## config.mk

```make
export PLATFORM = sky130hd
export DESIGN_NAME = rr_arb_mux
export DESIGN_NICKNAME = d
export VERILOG_FILES = /design/src/rtl/rr_arb_mux.sv
export SDC_FILE = /design/constraint.sdc
export NUM_CORES = 1
export LEC_CHECK = 0
export CAP_MARGIN = 10
export CORE_UTILIZATION = 35
export CTS_BUF_LIST = sky130_fd_sc_hd__clkbuf_16
export CTS_CLUSTER_DIAMETER = 150
export DETAILED_ROUTE_END_ITERATION = 12
export PLACE_DENSITY_LB_ADDON = 0.25
export SETUP_SLACK_MARGIN = 0.4
export SYNTH_ARGS = -nofsm -noshare
export SYNTH_HDL_FRONTEND = slang
export SYNTH_SLANG_ARGS = --single-unit
```

## constraint.sdc

```tcl
create_clock -name clk -period 2.3 [get_ports clk]
set_input_delay 0.46 -clock clk [delete_from_list [all_inputs] [get_ports clk]]
set_output_delay 0.46 -clock clk [all_outputs]
set_load 0.01 [all_outputs]
```

## src/rtl/rr_arb_mux.sv

```systemverilog
// rr_arb_mux: NUM_CH-input valid/ready arbiter with one registered output beat.
// Channels are chosen either by round-robin rotation after the last granted
// channel or by an explicit force_sel. A single output buffer gives one beat
// per cycle when the sink is always ready (pop and refill in the same cycle).
// Optional burst lock: define RR_ARB_MUX_LOCK_EN to add the in_lock port.
module rr_arb_mux #(
   parameter int WIDTH  = 32,
   parameter int NUM_CH = 4,
   parameter int SEL_W  = 2
) (
   input  logic                    clk,
   input  logic                    rst_n,
   input  logic [NUM_CH*WIDTH-1:0] in_data,
   input  logic [NUM_CH-1:0]       in_valid,
   output logic [NUM_CH-1:0]       in_ready,
`ifdef RR_ARB_MUX_LOCK_EN
   input  logic [NUM_CH-1:0]       in_lock,
`endif
   input  logic                    force_en,
   input  logic [SEL_W-1:0]        force_sel,
   output logic [WIDTH-1:0]        out_data,
   output logic                    out_valid,
   input  logic                    out_ready,
   output logic [SEL_W-1:0]        out_ch
);

   // Pointer starts at the highest channel so channel 0 wins the first search.
   localparam logic [SEL_W-1:0] LAST_RST = SEL_W'(NUM_CH - 1);

   logic [SEL_W-1:0] last_q;
   logic             free_p0;
   logic             grant_vld_p0;
   logic [SEL_W-1:0] grant_p0;
   logic [WIDTH-1:0] grant_data_p0;
   logic             xfer_p0;
`ifdef RR_ARB_MUX_LOCK_EN
   logic             lock_act_q;
   logic [SEL_W-1:0] lock_ch_q;
   logic             grant_lock_p0;
`endif

   // ---- stage p0: grant evaluation (combinational) ----
   // Buffer can accept a new beat; held low during reset so no ready leaks out.
   assign free_p0 = rst_n & (~out_valid | out_ready);
   assign xfer_p0 = free_p0 & grant_vld_p0;

   // Select the winning channel: forced, locked, or round-robin after last_q.
   always_comb begin : grant_sel
      int idx;
      idx          = 0;
      grant_vld_p0 = 1'b0;
      grant_p0     = '0;
      if (force_en) begin
         // Out-of-range force_sel never matches a k, so it yields no grant.
         for (int k = 0; k < NUM_CH; k++) begin
            if (int'(force_sel) == k && in_valid[k]) begin
               grant_vld_p0 = 1'b1;
               grant_p0     = SEL_W'(k);
            end
         end
      end
`ifdef RR_ARB_MUX_LOCK_EN
      else if (lock_act_q) begin
         // Locked: only the owning channel may be granted, others wait.
         for (int k = 0; k < NUM_CH; k++) begin
            if (int'(lock_ch_q) == k && in_valid[k]) begin
               grant_vld_p0 = 1'b1;
               grant_p0     = SEL_W'(k);
            end
         end
      end
`endif
      else begin
         // Search last+1 .. last (inclusive), wrapping modulo NUM_CH.
         for (int i = 1; i <= NUM_CH; i++) begin
            idx = int'(last_q) + i;
            if (idx >= NUM_CH) idx = idx - NUM_CH;
            for (int k = 0; k < NUM_CH; k++) begin
               if (!grant_vld_p0 && k == idx && in_valid[k]) begin
                  grant_vld_p0 = 1'b1;
                  grant_p0     = SEL_W'(k);
               end
            end
         end
      end
   end

   // Route the granted channel's data and produce the one-hot ready vector.
   always_comb begin
      grant_data_p0 = '0;
      in_ready      = '0;
`ifdef RR_ARB_MUX_LOCK_EN
      grant_lock_p0 = 1'b0;
`endif
      for (int k = 0; k < NUM_CH; k++) begin
         if (int'(grant_p0) == k) begin
            grant_data_p0 = in_data[k*WIDTH +: WIDTH];
            in_ready[k]   = free_p0 & grant_vld_p0;
`ifdef RR_ARB_MUX_LOCK_EN
            grant_lock_p0 = in_lock[k];
`endif
         end
      end
   end

   // ---- stage p1: output buffer (registered) ----
   // Load on transfer, drop valid on a pop with no refill; data/ch hold stale.
   always_ff @(posedge clk or negedge rst_n) begin
      if (!rst_n) begin
         out_valid <= 1'b0;
         out_data  <= '0;
         out_ch    <= '0;
      end else if (xfer_p0) begin
         out_valid <= 1'b1;
         out_data  <= grant_data_p0;
         out_ch    <= grant_p0;
      end else if (out_ready) begin
         out_valid <= 1'b0;
      end
   end

   // Round-robin pointer advances only on transfers made in round-robin mode.
   always_ff @(posedge clk or negedge rst_n) begin
      if (!rst_n) begin
         last_q <= LAST_RST;
      end else if (xfer_p0 && !force_en) begin
         last_q <= grant_p0;
      end
   end

`ifdef RR_ARB_MUX_LOCK_EN
   // Lock is taken or released by round-robin transfers; forced traffic leaves it alone.
   always_ff @(posedge clk or negedge rst_n) begin
      if (!rst_n) begin
         lock_act_q <= 1'b0;
         lock_ch_q  <= '0;
      end else if (xfer_p0 && !force_en) begin
         lock_act_q <= grant_lock_p0;
         lock_ch_q  <= grant_p0;
      end
   end
`endif

endmodule
```

==> metrics.yaml <==
route:
  finalWirelength_um: 9290
  drcViolationCount: 0
  firstDrtPassIters: 4
  drtIter0Drc: 79
  wl_per_cell_um: 16.5
  vias: 2884
  viasPerCell: 5.13
  final_antenna_net_count: 0
critical_path:
  reg2reg_to: "out_data[3]"
  cp.required_ns: 1.84
  cp-endpoint: "in_ready[2]"
  end_kind: "primary output"
  path_class: "flop to primary output"
  crit_path_start_kind: "flop"
  worstPathMaxFanout: 4
  reg2reg_depth: 9
  worst-r2r-setup-slack_ns: 0.19
  cp.arrival_ns: 1.73
  reg2reg_from: "last_q[0]"
  crit_start: "last_q[0]"
timing:
  setup_viol: 0
  finalCritPeriodShare_pct: 95.1
  postLayoutSetupSlackWorst_ns: 0.112
  drv_slew: 0
  final.setup.tns_ns: 0
  hold_viol_final: 0
  max_freq_ghz: 0.457
  rsz0062_at_grt: "yes"
  worst_pin_slew_ns: 0.481
  whs_ns: 0.326
  fin_crit_ns: 2.19
  relSlewSlack_pct: 67.9
  finClkSkew_ns: 0.00327
yosys:
  syn_area_per_cell_um2: 9.35
  synth.cell_area_mm2: 0.00246
  syn_inst: 263
  seq_area_frac_synth_pct: 37.8
  synth.distinct_cells: 32
  ys_seq_elements: 37
  yosys_warnings: 0
  synth_nets: 401
placement:
  placed_area_mm2: 0.00454
  place_ws_ns: -0.882
  hpwl_um: 6450
  gp_congestion: 0.782
  io_buffers: 176
power:
  switching_share_pct: 32.4
  power_leakage_nw: 2.20
  p_int_mw: 2.39
  pwr_density_cell_mw_per_mm2: 687
  clkPwrFrac_pct: 17.5
  seq_power_share_pct: 28.3
  vdd_drop_max_mv: 0.336
  power.net_switching_mw: 1.15
  p_comb_share_pct: 54.3
final_layout:
  final_layout_size_suffix_gt1_share_pct: 25.1
  fillers: 466
  fin_area_mm2: 0.00514
  seq_area_um2: 928
  final_nets: 604
  area.growth.synth_to_final_pct: 109
  multi_input_area_mm2: 0.00171
  mostFrequentLayoutCells: "164 x clkdlybuf4s50_1, 67 x nand2_1, 35 x mux2i_1, 35 x dfrtp_1, 18 x o221ai_1"
  antenna_cells: 0
  layout_commonest_cell: "clkdlybuf4s50_1"
cts:
  cts_num_sinks: 37
  h-tree-depth: 2
  cts_tree: "done"
  clk_pin_slew_ns: 0.05
  root_buffer: "clkbuf_16"
  clock_latency_ns: 0.27
  numCtsBuffers: 5
  cts_buffer_depth: 2
floorplanning:
  start_util_pct: 36.2
  die_area_mm2: 0.00736
  core_mm2: 0.00679
  die_h_um: 85.8
  ios: 177
  fp.dieW_um: 85.8
  row_count: 30
grt:
  overflow: 0
  grt_max_degree: 38
  track_usage_pct: 24.7
  grt_first_pass_wirelength_um: 14100
  antenna_found_initial: 0
  grt_pass1_vias: 2888
run:
  cap_viol_max_count: 0
outcome:
  status: "finished, final reports clean"
hold_path:
  hp-class: "primary input to asynchronous set/reset pin"
critical path, stage by stage, from the launching register on:
cell	delay [ns]
dfstp_2	0.56
nand3b_1	0.14
o221ai_2	0.12
a32oi_4	0.28
buf_6	0.18
nor3_4	0.04
buf_2	0.16
cells in the mapped netlist:
| cell | instances | share of area [%] |
|---|---|---|
| dfstp_2 | 2 | 2.1 |
| buf_6 | 1 | 0.46 |
| buf_2 | 11 | 2.2 |
| mux2_2 | 2 | 0.92 |
| nor2b_1 | 4 | 1.0 |
| o31ai_1 | 2 | 0.61 |
| o21ai_1 | 1 | 0.20 |
| nand3b_1 | 1 | 0.31 |
| a41oi_2 | 1 | 0.66 |
| o21ai_0 | 3 | 0.61 |
| clkbuf_1 | 5 | 0.76 |
| and3_1 | 12 | 3.1 |
| dfrtp_1 | 35 | 36 |
| a311oi_1 | 2 | 0.71 |
| a32oi_1 | 1 | 0.36 |
| nand3_1 | 1 | 0.20 |
| and2_4 | 1 | 0.36 |
| a311oi_2 | 9 | 5.5 |
| o2111a_4 | 1 | 0.81 |
| nand2b_4 | 1 | 0.56 |
| mux4_2 | 1 | 0.92 |
| o21bai_1 | 1 | 0.31 |
| a21boi_0 | 1 | 0.31 |
| nand2_1 | 72 | 11 |
| nor2_1 | 20 | 3.1 |
| o2111ai_1 | 1 | 0.36 |
| nand2b_1 | 1 | 0.25 |
| buf_4 | 3 | 0.92 |
| o221ai_1 | 22 | 7.8 |
| mux2i_1 | 42 | 17 |
| a41o_2 | 1 | 0.46 |
| nor3_1 | 2 | 0.41 |
cell families after synthesis:
family	count (synthesis)	synth area share, %
buf+inv	20	4.38
mux	45	18.9
flops	37	37.8
simple gates	115	20.2
compound gates	46	18.7
worst min-delay path by stage:
stage / start / to / cells past startpoint
after floorplan: rst_n / out_ch[0] / 0
after global routing: rst_n / out_valid / 2
after CTS: rst_n / out_valid / 2
final: rst_n / out_valid / 2
after global placement: out_ch[0] / out_ch[0] / 2
after detailed placement: out_ch[0] / out_ch[0] / 2
layer usage:
metal	GRT usage, %	vias up	wire (µm)
met5	0	-	0
met2	46.2	132	4820
met4	5.91	0	80
met3	7.31	6	752
li1	-	1377	-
met1	27.4	1369	3630
repair_timing:
action / in CTS / in global routing
pin swaps: 23 / 1
hold buffers: 0 / 0
gates resized for setup: 91 / 18
buffers inserted: 11 / 2
setup endpoints to repair: 41 / 37
cloned: 4 / 2
sequential cells by signal, summed over array words and instances (netlist names):
register,cells
out_data,32
last_q,2
out_ch,2
out_valid,1
final cells by class:
cell class	instances	area share, %
Clock buffer	5	2.43
Multi-Input combinational cell	207	33.3
Clock inverter	2	0.146
Tap cell	96	2.34
Sequential cell	37	18.0
Timing Repair Buffer	215	43.8
power by group through the flow:
stage	sequential [mW]	clock (mW)	combinational, mW
2_1_floorplan	1.08	0	0.678
3_3_place_gp	0.993	0	1.58
3_5_place_dp	0.999	0	1.61
4_1_cts	0.995	0.633	1.83
5_1_grt	1.02	0.668	2.05
6_report	0.999	0.618	1.92
per-stage QoR:
stage | power (mW) | instances | utilization (%)
finish | 3.54 | 562 | 75.7
global route | 3.74 | 562 | 75.7
CTS | 3.46 | 558 | 73.6
detailed placement | 2.61 | 536 | 66.8
global placement | 2.57 | 536 | 66.8
floorplan | 1.76 | 263 | -
Note: power is estimated with default switching activity, not from simulation.
